File: src/rtl/usb_dpo_pktzr.sv
`default_nettype none
// ============================================================================
// Module   : usb_dpo_pktzr
// Purpose  : Upstream framing stage for one DP2/DP3 output FIFO port of
//            usb_if_wrpr. Wraps a raw 32-bit word stream into packets of
//            header {HDR_TAG, pkt_id}, payload words, and trailer
//            {xor-checksum, payload word count}.
// Revision : 1.0  initial release
// ----------------------------------------------------------------------------
// Ports
//   clk_i             clock (same as usb_if_wrpr clk_dpN_wr_i)
//   rst_i             asynchronous active-high reset
//   en_i              packetizer enable, sampled only in IDLE
//   dt_i / vld_i      source word and its valid
//   last_i            marks dt_i as the final payload word of the packet
//   rdy_o             source word accepted when vld_i & rdy_o
//   dpo_dti_o         registered word to the FIFO
//   dpo_wr_o          registered one-cycle FIFO write strobe
//   dpo_full_i        FIFO full
//   dpo_almst_full_i  FIFO almost full (blocks payload only)
//   pkt_cnt_o         completed-packet count, wraps modulo 2^16
//   busy_o            high whenever not IDLE
// ============================================================================
module usb_dpo_pktzr #(
  parameter int unsigned MAX_LEN  = 256,
  parameter logic [15:0] HDR_TAG  = 16'hA5A5,
  parameter int unsigned FLUSH_TO = 1024
) (
  input  logic        clk_i,
  input  logic        rst_i,
  input  logic        en_i,
  input  logic [31:0] dt_i,
  input  logic        vld_i,
  input  logic        last_i,
  output logic        rdy_o,
  output logic [31:0] dpo_dti_o,
  output logic        dpo_wr_o,
  input  logic        dpo_full_i,
  input  logic        dpo_almst_full_i,
  output logic [15:0] pkt_cnt_o,
  output logic        busy_o
);

  localparam int unsigned      TMR_W     = $clog2(FLUSH_TO + 1);
  localparam logic [16:0]      c_max_len = 17'(MAX_LEN);
  // The timer value in the cycle before it would reach FLUSH_TO-1; moving
  // to TRL here puts the trailer write exactly FLUSH_TO cycles after the
  // last payload write.
  localparam logic [TMR_W-1:0] c_tmr_lim = TMR_W'(FLUSH_TO - 2);

  typedef enum logic [1:0] {
    ST_IDLE    = 2'd0,
    ST_PAYLOAD = 2'd1,
    ST_TRL     = 2'd2
  } state_t;

  state_t           r_state;
  state_t           w_state_nxt;
  logic [15:0]      r_cnt;
  logic [15:0]      w_cnt_nxt;
  logic [15:0]      r_cs;
  logic [15:0]      w_cs_nxt;
  logic [TMR_W-1:0] r_tmr;
  logic [TMR_W-1:0] w_tmr_nxt;
  logic [15:0]      r_pkt_id;
  logic [15:0]      w_pkt_id_nxt;
  logic [31:0]      r_dti;
  logic [31:0]      w_dti_nxt;
  logic             r_wr;
  logic             w_wr_nxt;
  logic             w_rdy;
  logic             w_acc;
  logic [16:0]      w_cnt_inc;

  assign w_rdy     = (r_state == ST_PAYLOAD) & ~dpo_full_i & ~dpo_almst_full_i;
  assign w_acc     = vld_i & w_rdy;
  assign w_cnt_inc = {1'b0, r_cnt} + 17'd1;

  assign rdy_o     = w_rdy;
  assign dpo_dti_o = r_dti;
  assign dpo_wr_o  = r_wr;
  // pkt_id and the completed-packet count always advance together.
  assign pkt_cnt_o = r_pkt_id;
  assign busy_o    = (r_state != ST_IDLE);

  always_ff @(posedge clk_i or posedge rst_i) begin
    if (rst_i) begin
      r_state  <= ST_IDLE;
      r_cnt    <= '0;
      r_cs     <= '0;
      r_tmr    <= '0;
      r_pkt_id <= '0;
      r_dti    <= '0;
      r_wr     <= 1'b0;
    end else begin
      r_state  <= w_state_nxt;
      r_cnt    <= w_cnt_nxt;
      r_cs     <= w_cs_nxt;
      r_tmr    <= w_tmr_nxt;
      r_pkt_id <= w_pkt_id_nxt;
      r_dti    <= w_dti_nxt;
      r_wr     <= w_wr_nxt;
    end
  end

  always_comb begin
    w_state_nxt  = r_state;
    w_cnt_nxt    = r_cnt;
    w_cs_nxt     = r_cs;
    w_tmr_nxt    = r_tmr;
    w_pkt_id_nxt = r_pkt_id;
    w_dti_nxt    = r_dti;
    w_wr_nxt     = 1'b0;

    case (r_state)
      ST_IDLE: begin
        // The pending source word only triggers the header; it is
        // consumed later in PAYLOAD.
        if (en_i && vld_i && !dpo_full_i) begin
          w_wr_nxt    = 1'b1;
          w_dti_nxt   = {HDR_TAG, r_pkt_id};
          w_state_nxt = ST_PAYLOAD;
        end
      end

      ST_PAYLOAD: begin
        if (w_acc) begin
          w_wr_nxt  = 1'b1;
          w_dti_nxt = dt_i;
          w_cnt_nxt = w_cnt_inc[15:0];
          w_cs_nxt  = r_cs ^ dt_i[31:16] ^ dt_i[15:0];
          w_tmr_nxt = '0;
          if (last_i || (w_cnt_inc == c_max_len)) begin
            w_state_nxt = ST_TRL;
          end
        end else if (r_cnt != 16'd0) begin
          // Flush timer only runs once the packet holds at least one word,
          // so an empty packet is never closed.
          w_tmr_nxt = r_tmr + TMR_W'(1);
          if (r_tmr == c_tmr_lim) begin
            w_state_nxt = ST_TRL;
          end
        end
      end

      ST_TRL: begin
        if (!dpo_full_i) begin
          w_wr_nxt     = 1'b1;
          w_dti_nxt    = {r_cs, r_cnt};
          w_pkt_id_nxt = r_pkt_id + 16'd1;
          w_cnt_nxt    = '0;
          w_cs_nxt     = '0;
          w_tmr_nxt    = '0;
          w_state_nxt  = ST_IDLE;
        end
      end

      default: begin
        w_state_nxt = ST_IDLE;
      end
    endcase
  end

endmodule
`default_nettype wire

File: config.mk
export PLATFORM = sky130hd
export DESIGN_NAME = usb_dpo_pktzr
export DESIGN_NICKNAME = d
export VERILOG_FILES = /design/src/rtl/usb_dpo_pktzr.sv
export SDC_FILE = /design/constraint.sdc
export NUM_CORES = 1
export LEC_CHECK = 0
export CAP_MARGIN = 10
export CORE_MARGIN = 2
export CORE_UTILIZATION = 43
export DETAILED_ROUTE_END_ITERATION = 8
export GPL_TIMING_DRIVEN = 1
export PLACE_DENSITY = 0.67
export SYNTH_ARGS = -nofsm -noshare
export SYNTH_HDL_FRONTEND = slang
export SYNTH_SLANG_ARGS = --single-unit
File: constraint.sdc
create_clock -name clk_i -period 3.4 [get_ports clk_i]
set_clock_uncertainty 0.1 [all_clocks]
set_input_delay 0.68 -clock clk_i [delete_from_list [all_inputs] [get_ports clk_i]]
set_output_delay 0.68 -clock clk_i [all_outputs]
set_load 0.02 [all_outputs]
# Word level (Yosys, flattened, before mapping)

Index checks and enable logic that the tools add are counted.

Add/sub/neg operators: 3
Eq/ne operators: 10
Mux-type cells: 24
Bitwise logic cells: 7
Reduce and logical (&&, ||, !) cells: 14

Operators with widths:

| cell                    | count |
|---|---|
| $mux W32                | 3 |
| $pmux W32 S3            | 1 |
| $pmux W16 S2            | 2 |
| $mux W16                | 3 |
| $mux W11                | 3 |
| $xor A16 B16 Y16        | 2 |
| $pmux W11 S2            | 1 |
| $add A16 B1 Y17 const B | 1 |
| $eq A17 B9 Y1 const B   | 1 |
| $add A16 B1 Y16 const B | 1 |
| $reduce_bool A16 Y1     | 1 |
| $mux W2                 | 6 |
| $add A11 B1 Y11 const B | 1 |
| $eq A11 B10 Y1 const B  | 1 |
| $ne A3 B2 Y1 const B    | 3 |
| $ne A2 B2 Y1 const B    | 3 |
| $pmux W2 S3             | 1 |
| $reduce_and A3 Y1       | 2 |
| $reduce_and A5 Y1       | 1 |
| $reduce_and A4 Y1       | 1 |
| $reduce_bool A2 Y1      | 2 |
| $and A1 B1 Y1           | 3 |
| $mux W1                 | 3 |
| $pmux W1 S3             | 1 |
| other kinds (9)         | 11 |

Bits in registers: 94
Bits of input ports: 39
Output and inout port bits: 51
Word-level logic and storage cells: 65

# Depth between registers and ports, before layout

Gate-level depths: netlist (run 1).

Depth in word-level cells: 6
Mapped depth: 11

# Worst setup path after synthesis (run 1)

OpenSTA, ideal clock, no wires.

Kind: register to register
Start point: register r_state[1]
End point: register r_cs[1]
Library setup time: 76 ps
Arrival time: 2017 ps
Data required time: 3224 ps
Slack: 1206 ps
Stages on the path, launching flop included: 12
Path buffers: 4
Clock period less this slack: 2194 ps
Path through: dfrtp_1 -> inv_1 -> ha_1 -> buf_2 -> and2b_1 -> a21oi_1 -> or3_1 -> buf_2 -> or2_1 -> buf_6 -> buf_6 -> o21ai_1

Cells in the longest elaborated chain, start to end: 6
Elaborated cells on any way between the ends: 10

Ends and longest elaborated chain:

| element                     | line    | source |
|---|---|---|
| from (decl)                 | 57      | `state_t r_state;` |
| from (signal assigned)      | 96      | `r_state <= w_state_nxt;` |
| $eq A2 B1 Y1                | 75, 115 |  |
| $and A1 B1 Y1 (2 in a row)  | 75      | `assign w_rdy = (r_state == ST_PAYLOAD) & ~dpo_full_i & ~dpo_almst_full_i;` |
| $and A1 B1 Y1               | 76      | `assign w_acc = vld_i & w_rdy;` |
| $ne A2 B2 Y1 (no line)      | -       |  |
| $reduce_and A3 Y1 (no line) | -       |  |
| to (signal assigned)        | 98      | `r_cs <= w_cs_nxt;` |
| to (decl)                   | 61      | `logic [15:0] r_cs;` |

Parallel ways exist; a longest one is shown, timed or not.
A chain may end at the register's enable or synchronous reset.

# Worst setup path after layout (run 1)

Start point: input port dpo_almst_full_i
End point: output port rdy_o

Cells in the longest elaborated chain, start to end: 2

Ends and longest elaborated chain:

| element       | line | source |
|---|---|---|
| from (decl)   | 39   | `input logic dpo_almst_full_i,` |
| $not A1 Y1    | 75   |  |
| $and A1 B1 Y1 | 75   |  |
| to (decl)     | 35   | `output logic rdy_o,` |

Every way passes these cells.

==> parameters.txt, run 1 <==
Parameter                              Value

Die
  Floorplan core area    12100 sq um
  Chip Height    115 um
  Chip width    115 um
  Number of cell rows    40
  Count of pins on the block boundary    90
  Die area    13300 sq um
  Starting utilization of the core area    44.2%

Routing
  Drt first pass iters    5
  Average wire per standard cell    16.3 um
  Via Count    4825
  DRC violations left    0
  Total length of routed wires    14000 um
  DR vias/cell    between 5 and 6
  Antenna-violating nets left    0
  Initial drt markers    369

STA
  Clock period minus worst slack    2.88 ns
  Actual slew at the worst max-slew pin    0.732 ns
  Hold slack final    0.383 ns
  Crit path setup slack, layout    approximately 0.52 ns
  Final hold violation count    0
  Highest clock frequency the design can meet    0.347 GHz
  Final setup violating endpoints    0
  Sum Neg Setup Slack    0 ns
  Unrepaired setup endpoints after global routing    no
  Tcrit/Tclk final    84.8%
  Final Slew Violations    0
  Max-slew headroom    between 50% and 60%

CTS
  Clock sink count    94
  Clock tree from TritonCTS    built
  Count of instances resized after the clock tree is built    0
  Worst-case clock buffer depth    2
  Clock insertion delay at the later pin of the skew report    0.36 ns
  Setup fix buffers added after clock tree synthesis    0
  Cts bufs inserted    9
  Cell at the root of the clock tree    clkbuf_16
  Clock slew at reported path FFs    about 0.07 ns
  Number of hold-repair buffers added at the cts stage    0
  Number of levels in the clock H-tree    3

Yosys
  Dominant register cell in the synthesized netlist    dfrtp_1
  Most area-hungry cell type in the Yosys netlist    dfrtp_1
  Avg Inst Size Synth    between 8 and 9 sq um
  Count of yosys warnings during synthesis    0
  Synth async-reset ratio    100%
  Fraction of synthesized cell area taken by the top area cell type    roughly 44%
  Register bit count reported by yosys    94
  Register area share after synthesis    44.1%
  Gate count of the mapped netlist    ~620
  Top area cells in the synthesized netlist    dfrtp_1 44%, o21ai_0 9.0%, nand2_1 6.0%
  Post-synth cell types    roughly 50
  Post-synthesis instance area    around 5300 sq um
  Post-Syn Nets    670
  Count of flip-flops with a built-in enable after synthesis    0

Status
  Run status    finished clean

Placement
  Placed wire-length estimate after detailed placement    10000 um
  DP Worst Slack    approximately 0.4 ns
  Final Wtd Congestion    0.830
  Cell count after placement    839
  Standard cell area after detailed placement    6320 sq um
  Count of buffers inserted at the top-level ports    89

Worst setup path
  Critical path endpoint category    output port
  Worst path arrival time    between 2 and 2.5 ns
  Class of the most critical setup path    input pin to output port
  Biggest fanout along the worst timing path    3
  Data required time of the critical path    2.62 ns
  Startpoint kind of the worst setup timing path    input pin

Layout
  Non-Filler Instances    855
  Diode count    0
  NumNets Final    733
  Area grow syn2layout    23.7%
  Post-layout instance area    6590 sq um
  Layout cells sized above 1    5.09%

Power
  Total power per unit cell area    791 nW/um^2
  Maximum ir drop on the vdd rail    between 0.2 and 0.3 mV
  Reported leakage power    2.72 nW

GRT
  GRT Total Usage    21.8%
  Vias in the first global route    approximately 4400
  Pin count of the biggest net entering global routing    66
  Initial antenna violation count    0
  Gr ovfl total    0
  First-pass GRT wire length    22600 um

Job
  Max-cap viol count    0

Min path
  Type of the most critical hold path    flip-flop to flip-flop
==> cells by family after synthesis <==
group / after synthesis / synth area share (%)
buffers and inverters: 56 / 4.60
muxes: 4 / 0.774
AOI/OAI and AO/OA: 195 / 21.9
xor gates and xnor gates: 35 / 5.75
DFF: 94 / 44.1
and+or+nand+nor: 223 / 20.0
adders and majority gates: 12 / 2.82
==> worst max-delay path, stage by stage <==
cell             delay [ns]
clkdlybuf4s50_1        0.45
and2b_1                0.24
and2b_1                0.13
clkdlybuf4s50_1        0.60
==> flip-flops by register name, summed over array words and instances, names as in the netlist <==
register	flops
dpo_dti_o	32
pkt_cnt_o	16
r_cnt	16
r_cs	16
r_tmr	11
r_state	2
dpo_wr_o	1
==> per-stage QoR <==
stage	utilization (%)	power [mW]
2_1_floorplan	-	3.36
3_3_place_gp	52.4	4.20
3_5_place_dp	52.4	4.29
4_1_cts	54.7	5.25
5_1_grt	54.7	5.60
6_report	54.7	5.21
==> cells in the mapped netlist, drive strengths merged (2+ instances only) <==
cell type  number
dfrtp          94
o211ai          3
a22o            8
and3            5
nor2b           6
o21ai         106
inv             8
and2b           3
a31oi           2
and4            2
xnor2          18
nand3          21
nand2b         17
nor3           11
clkbuf         27
xor2           17
a211o           2
a21oi          22
or2             2
nor3b           3
and2            4
o31ai           7
or3             3
ha             12
nor2           39
nor4            7
a22oi          25
mux2i           3
a211oi          2
a21o            9
nand2          85
o21a            2
nand4          13
buf            21
==> path summary, 6_finish.rpt <==
| kind | endpoint | slack, ns | from | depth (start not counted) |
|---|---|---|---|---|
| setup / recovery | rdy_o | 0.52 | dpo_almst_full_i | 4 |
| hold / removal | dpo_dti_o[3] | 0.38 | dpo_dti_o[3] | 2 |
| setup reg to reg | r_state[0] | 0.90 | r_cnt[4] | 6 |
| hold reg to reg | dpo_dti_o[3] | 0.38 | dpo_dti_o[3] | 2 |
| max in group asynchronous | r_state[1] | 1.80 | rst_i | 3 |
| min in group asynchronous | dpo_dti_o[7] | 0.64 | rst_i | 2 |
==> layer usage <==
layer / global-route usage (%) / share of wire, % / routed length [um]
met2: 34.1 / 47 / 6590
met3: 3.90 / 5.3 / 736
met4: 8.84 / 2.0 / 280
met1: 30.0 / 46 / 6350
met5: 0 / 0 / 0
==> where the power goes <==
group | switching [mW] | total, mW | leakage (nW) | internal (mW)
Sequential | 0.290 | 1.74 | 1.23 | 1.45
Clock | 0.450 | 0.963 | 0.142 | 0.513
Combinational | 1.51 | 2.51 | 1.35 | 1.00
Total | 2.25 | 5.21 | 2.72 | 2.97
==> cell usage in the layout, fill, tap and decap left out, drive strengths merged, types with 8 or more instances in the layout <==
cell type,netlist,final
ha,12,12
buf,21,11
clkdlybuf4s50,0,89
a21oi,22,22
nand2,85,85
clkbuf,27,10
a22oi,25,25
o21ai,106,106
dfrtp,94,94
nand3,21,21
nor3,11,11
a21o,9,9
xnor2,18,18
xor2,17,17
nand4,13,13
nand2b,17,17
nor2,39,39
a22o,8,8
==> area by class of cell <==
cell class,count,area (sq um)
multi-input cells,469,2740
repair buffers,100,986
clock inverters,6,37.5
inverters,8,31.3
flip-flops and latches,94,2350
clock buffers,10,239
well taps,168,210
fillers,1108,5470
Power figures use the tool's default switching activity.
==> run 2: changes to the inputs <==
clock period = 2.7 ns   (was 3.4 ns; I/O delays follow)
==> parameters.txt, run 2 (synthesis results as in run 1) <==
Parameter                              Value

Status
  Run status    finished clean

Routing
  Total length of routed wires    14100 um (+0.92%)
  Via Count    4865 (+0.83%)
  DR vias/cell    5.66 (+0.24%)
  Average wire per standard cell    16.4 um (+0.34%)
  DRC violations left    0 (unchanged)
  Drt first pass iters    7 (+2)
  Antenna-violating nets left    0 (unchanged)
  Initial drt markers    377 (+2.2%)

Worst setup path
  Slowest stage delay, CP    0.61 ns (about the same)
  Critical-path cell with the highest stage delay    clkdlybuf4s50_1
  Cell-by-cell trace of the critical path    inv_1 -> ha_1 -> inv_1 -> clkdlybuf4s50_1
  Reg2reg end    r_state[0]
  Crit path max-delay family    buffers and inverters
  Critical path endpoint category    output port
  Worst R2R Start    r_cnt[0]
  Depth of the worst register-to-register path    7 (+1)
  Class of the most critical setup path    flip-flop to output port
  Worst path arrival time    1.85 ns (-0.25 ns)
  Biggest fanout along the worst timing path    6 (+3)
  R2R setup slack    0.26 ns (-0.64 ns)
  Data required time of the critical path    2.06 ns (-0.56 ns)
  Startpoint kind of the worst setup timing path    flip-flop
  Worst path bufs/invs    3 (+1)
  Critical path's most frequent cell    inv_1

Placement
  Final Wtd Congestion    0.906 (+9.2%)
  Placed wire-length estimate after detailed placement    9830 um (-2.1%)
  Count of buffers inserted at the top-level ports    89 (unchanged)

Die
  Die area    13300 sq um (unchanged)
  Count of pins on the block boundary    90 (unchanged)
  Chip width    115 um (unchanged)
  Chip Height    115 um (unchanged)
  Floorplan core area    12100 sq um (unchanged)
  Starting utilization of the core area    44.2% (unchanged)
  Number of cell rows    40 (unchanged)

CTS
  Clock insertion delay at the later pin of the skew report    0.34 ns (-0.02 ns)
  Clock sink count    94 (unchanged)
  Count of instances resized after the clock tree is built    0 (unchanged)
  Cell at the root of the clock tree    clkbuf_16
  Cts bufs inserted    9 (unchanged)
  Clock slew at reported path FFs    0.07 ns (about the same)
  Clock tree from TritonCTS    built
  Number of levels in the clock H-tree    3 (unchanged)
  Worst-case clock buffer depth    2 (unchanged)
  Setup fix buffers added after clock tree synthesis    0 (unchanged)
  Number of hold-repair buffers added at the cts stage    0 (unchanged)

Min path
  Hold Crit Start    dpo_dti_o[26]
  Worst hold stages    1 (-1)
  Capture endpoint of the worst hold path    dpo_dti_o[26]
  Type of the most critical hold path    flip-flop to flip-flop

Layout
  Diode count    0 (unchanged)
  NumNets Final    738 (+0.68%)
  Layout cells sized above 1    5.64% (+0.54 points)
  Area grow syn2layout    25.6%
  Max reg flops    32 (unchanged)
  Most common library cell in the layout ignoring fill and taps    o21ai_0
  Most used cells in the layout excluding fill and tap cells    96 x o21ai_0, 94 x dfrtp_1, 88 x clkdlybuf4s50_1

STA
  Clock period minus worst slack    about 2.5 ns
  Tcrit/Tclk final    approximately 92%
  Unrepaired setup endpoints after global routing    no
  Final hold violation count    0 (unchanged)
  Final setup violating endpoints    0 (unchanged)
  Actual slew at the worst max-slew pin    0.633 ns (-0.0992 ns)
  Highest clock frequency the design can meet    roughly 0.40 GHz
  Sum Neg Setup Slack    0 ns (unchanged)
  Final Slew Violations    0 (unchanged)
  Max-slew headroom    57.8% (+6.7 points)

Power
  Maximum ir drop on the vdd rail    0.510 mV (+72%)
  Reported leakage power    2.77 nW (+2.0%)
  Total power per unit cell area    1010 nW/um^2 (+27%)
  Overall power    6.73 mW (+29%)

GRT
  First-pass GRT wire length    22700 um (+0.58%)
  Gr ovfl total    0 (unchanged)
  Vias in the first global route    4563 (+2.7%)
  Pin count of the biggest net entering global routing    95 (+44%)
  GRT Total Usage    21.5% (-0.29 points)
  Initial antenna violation count    0 (unchanged)

Job
  Max-cap viol count    0 (unchanged)
## run 2: where the power goes
part	leakage [nW]	internal, mW	switching [mW]	total (mW)
Sequential	1.23	1.82	0.366	2.19
Clock	0.145	0.773	0.556	1.33
Combinational	1.40	1.31	1.90	3.21
## run 2: cell type report
class | instances | area, sq um
Clock buffer | 12 | 256
Multi-Input combinational cell | 469 | 2740
Tap cell | 168 | 210
Clock inverter | 4 | 53.8
Timing Repair Buffer | 105 | 1050
Sequential cell | 94 | 2350
Fill cell | 1113 | 5370
Inverter | 8 | 33.8
## run 2: worst reg2reg max path: stages, from the launching register on
cell	delay [ns]
dfrtp_1	0.59
ha_1	0.35
nand3_1	0.26
nor4_1	0.34
xnor2_1	0.19
o2111ai_1	0.17
o211ai_1	0.22
nand3_1	0.09
## run 2: worst max path at each step
stage | start | to | slack [ns] | cells after the start
floorplan | r_state[1] | r_cs[1] | 0.51 | 11
global placement | vld_i | r_cs[13] | 0.1 | 7
detailed placement | vld_i | r_cnt[6] | 0.04 | 8
CTS | r_state[1] | rdy_o | 0.03 | 5
global route | r_state[1] | r_cnt[6] | 0.10 | 9
finish | r_state[0] | busy_o | 0.21 | 4
## run 2: stage by stage
| step | area (sq um) | setup slack [ns] | hold WS [ns] | std cells | utilization (%) |
|---|---|---|---|---|---|
| detailed placement | 6380 | 0.0396 | 0.369 | 844 | 52.9 |
| floorplan | 5340 | 0.506 | 0.363 | 619 | - |
| global route | 6700 | 0.104 | 0.397 | 860 | 55.5 |
| finish | 6700 | 0.210 | 0.379 | 860 | 55.5 |
| CTS | 6690 | 0.0311 | 0.384 | 860 | 55.5 |
| global placement | 6380 | 0.0987 | 0.363 | 844 | 52.9 |
## run 2: per-layer routing
metal	global-route usage, %	part of all wire, %
met1	30.4	46
met5	0	0
met2	33.8	47
met4	6.99	1.6
met3	3.58	5.0
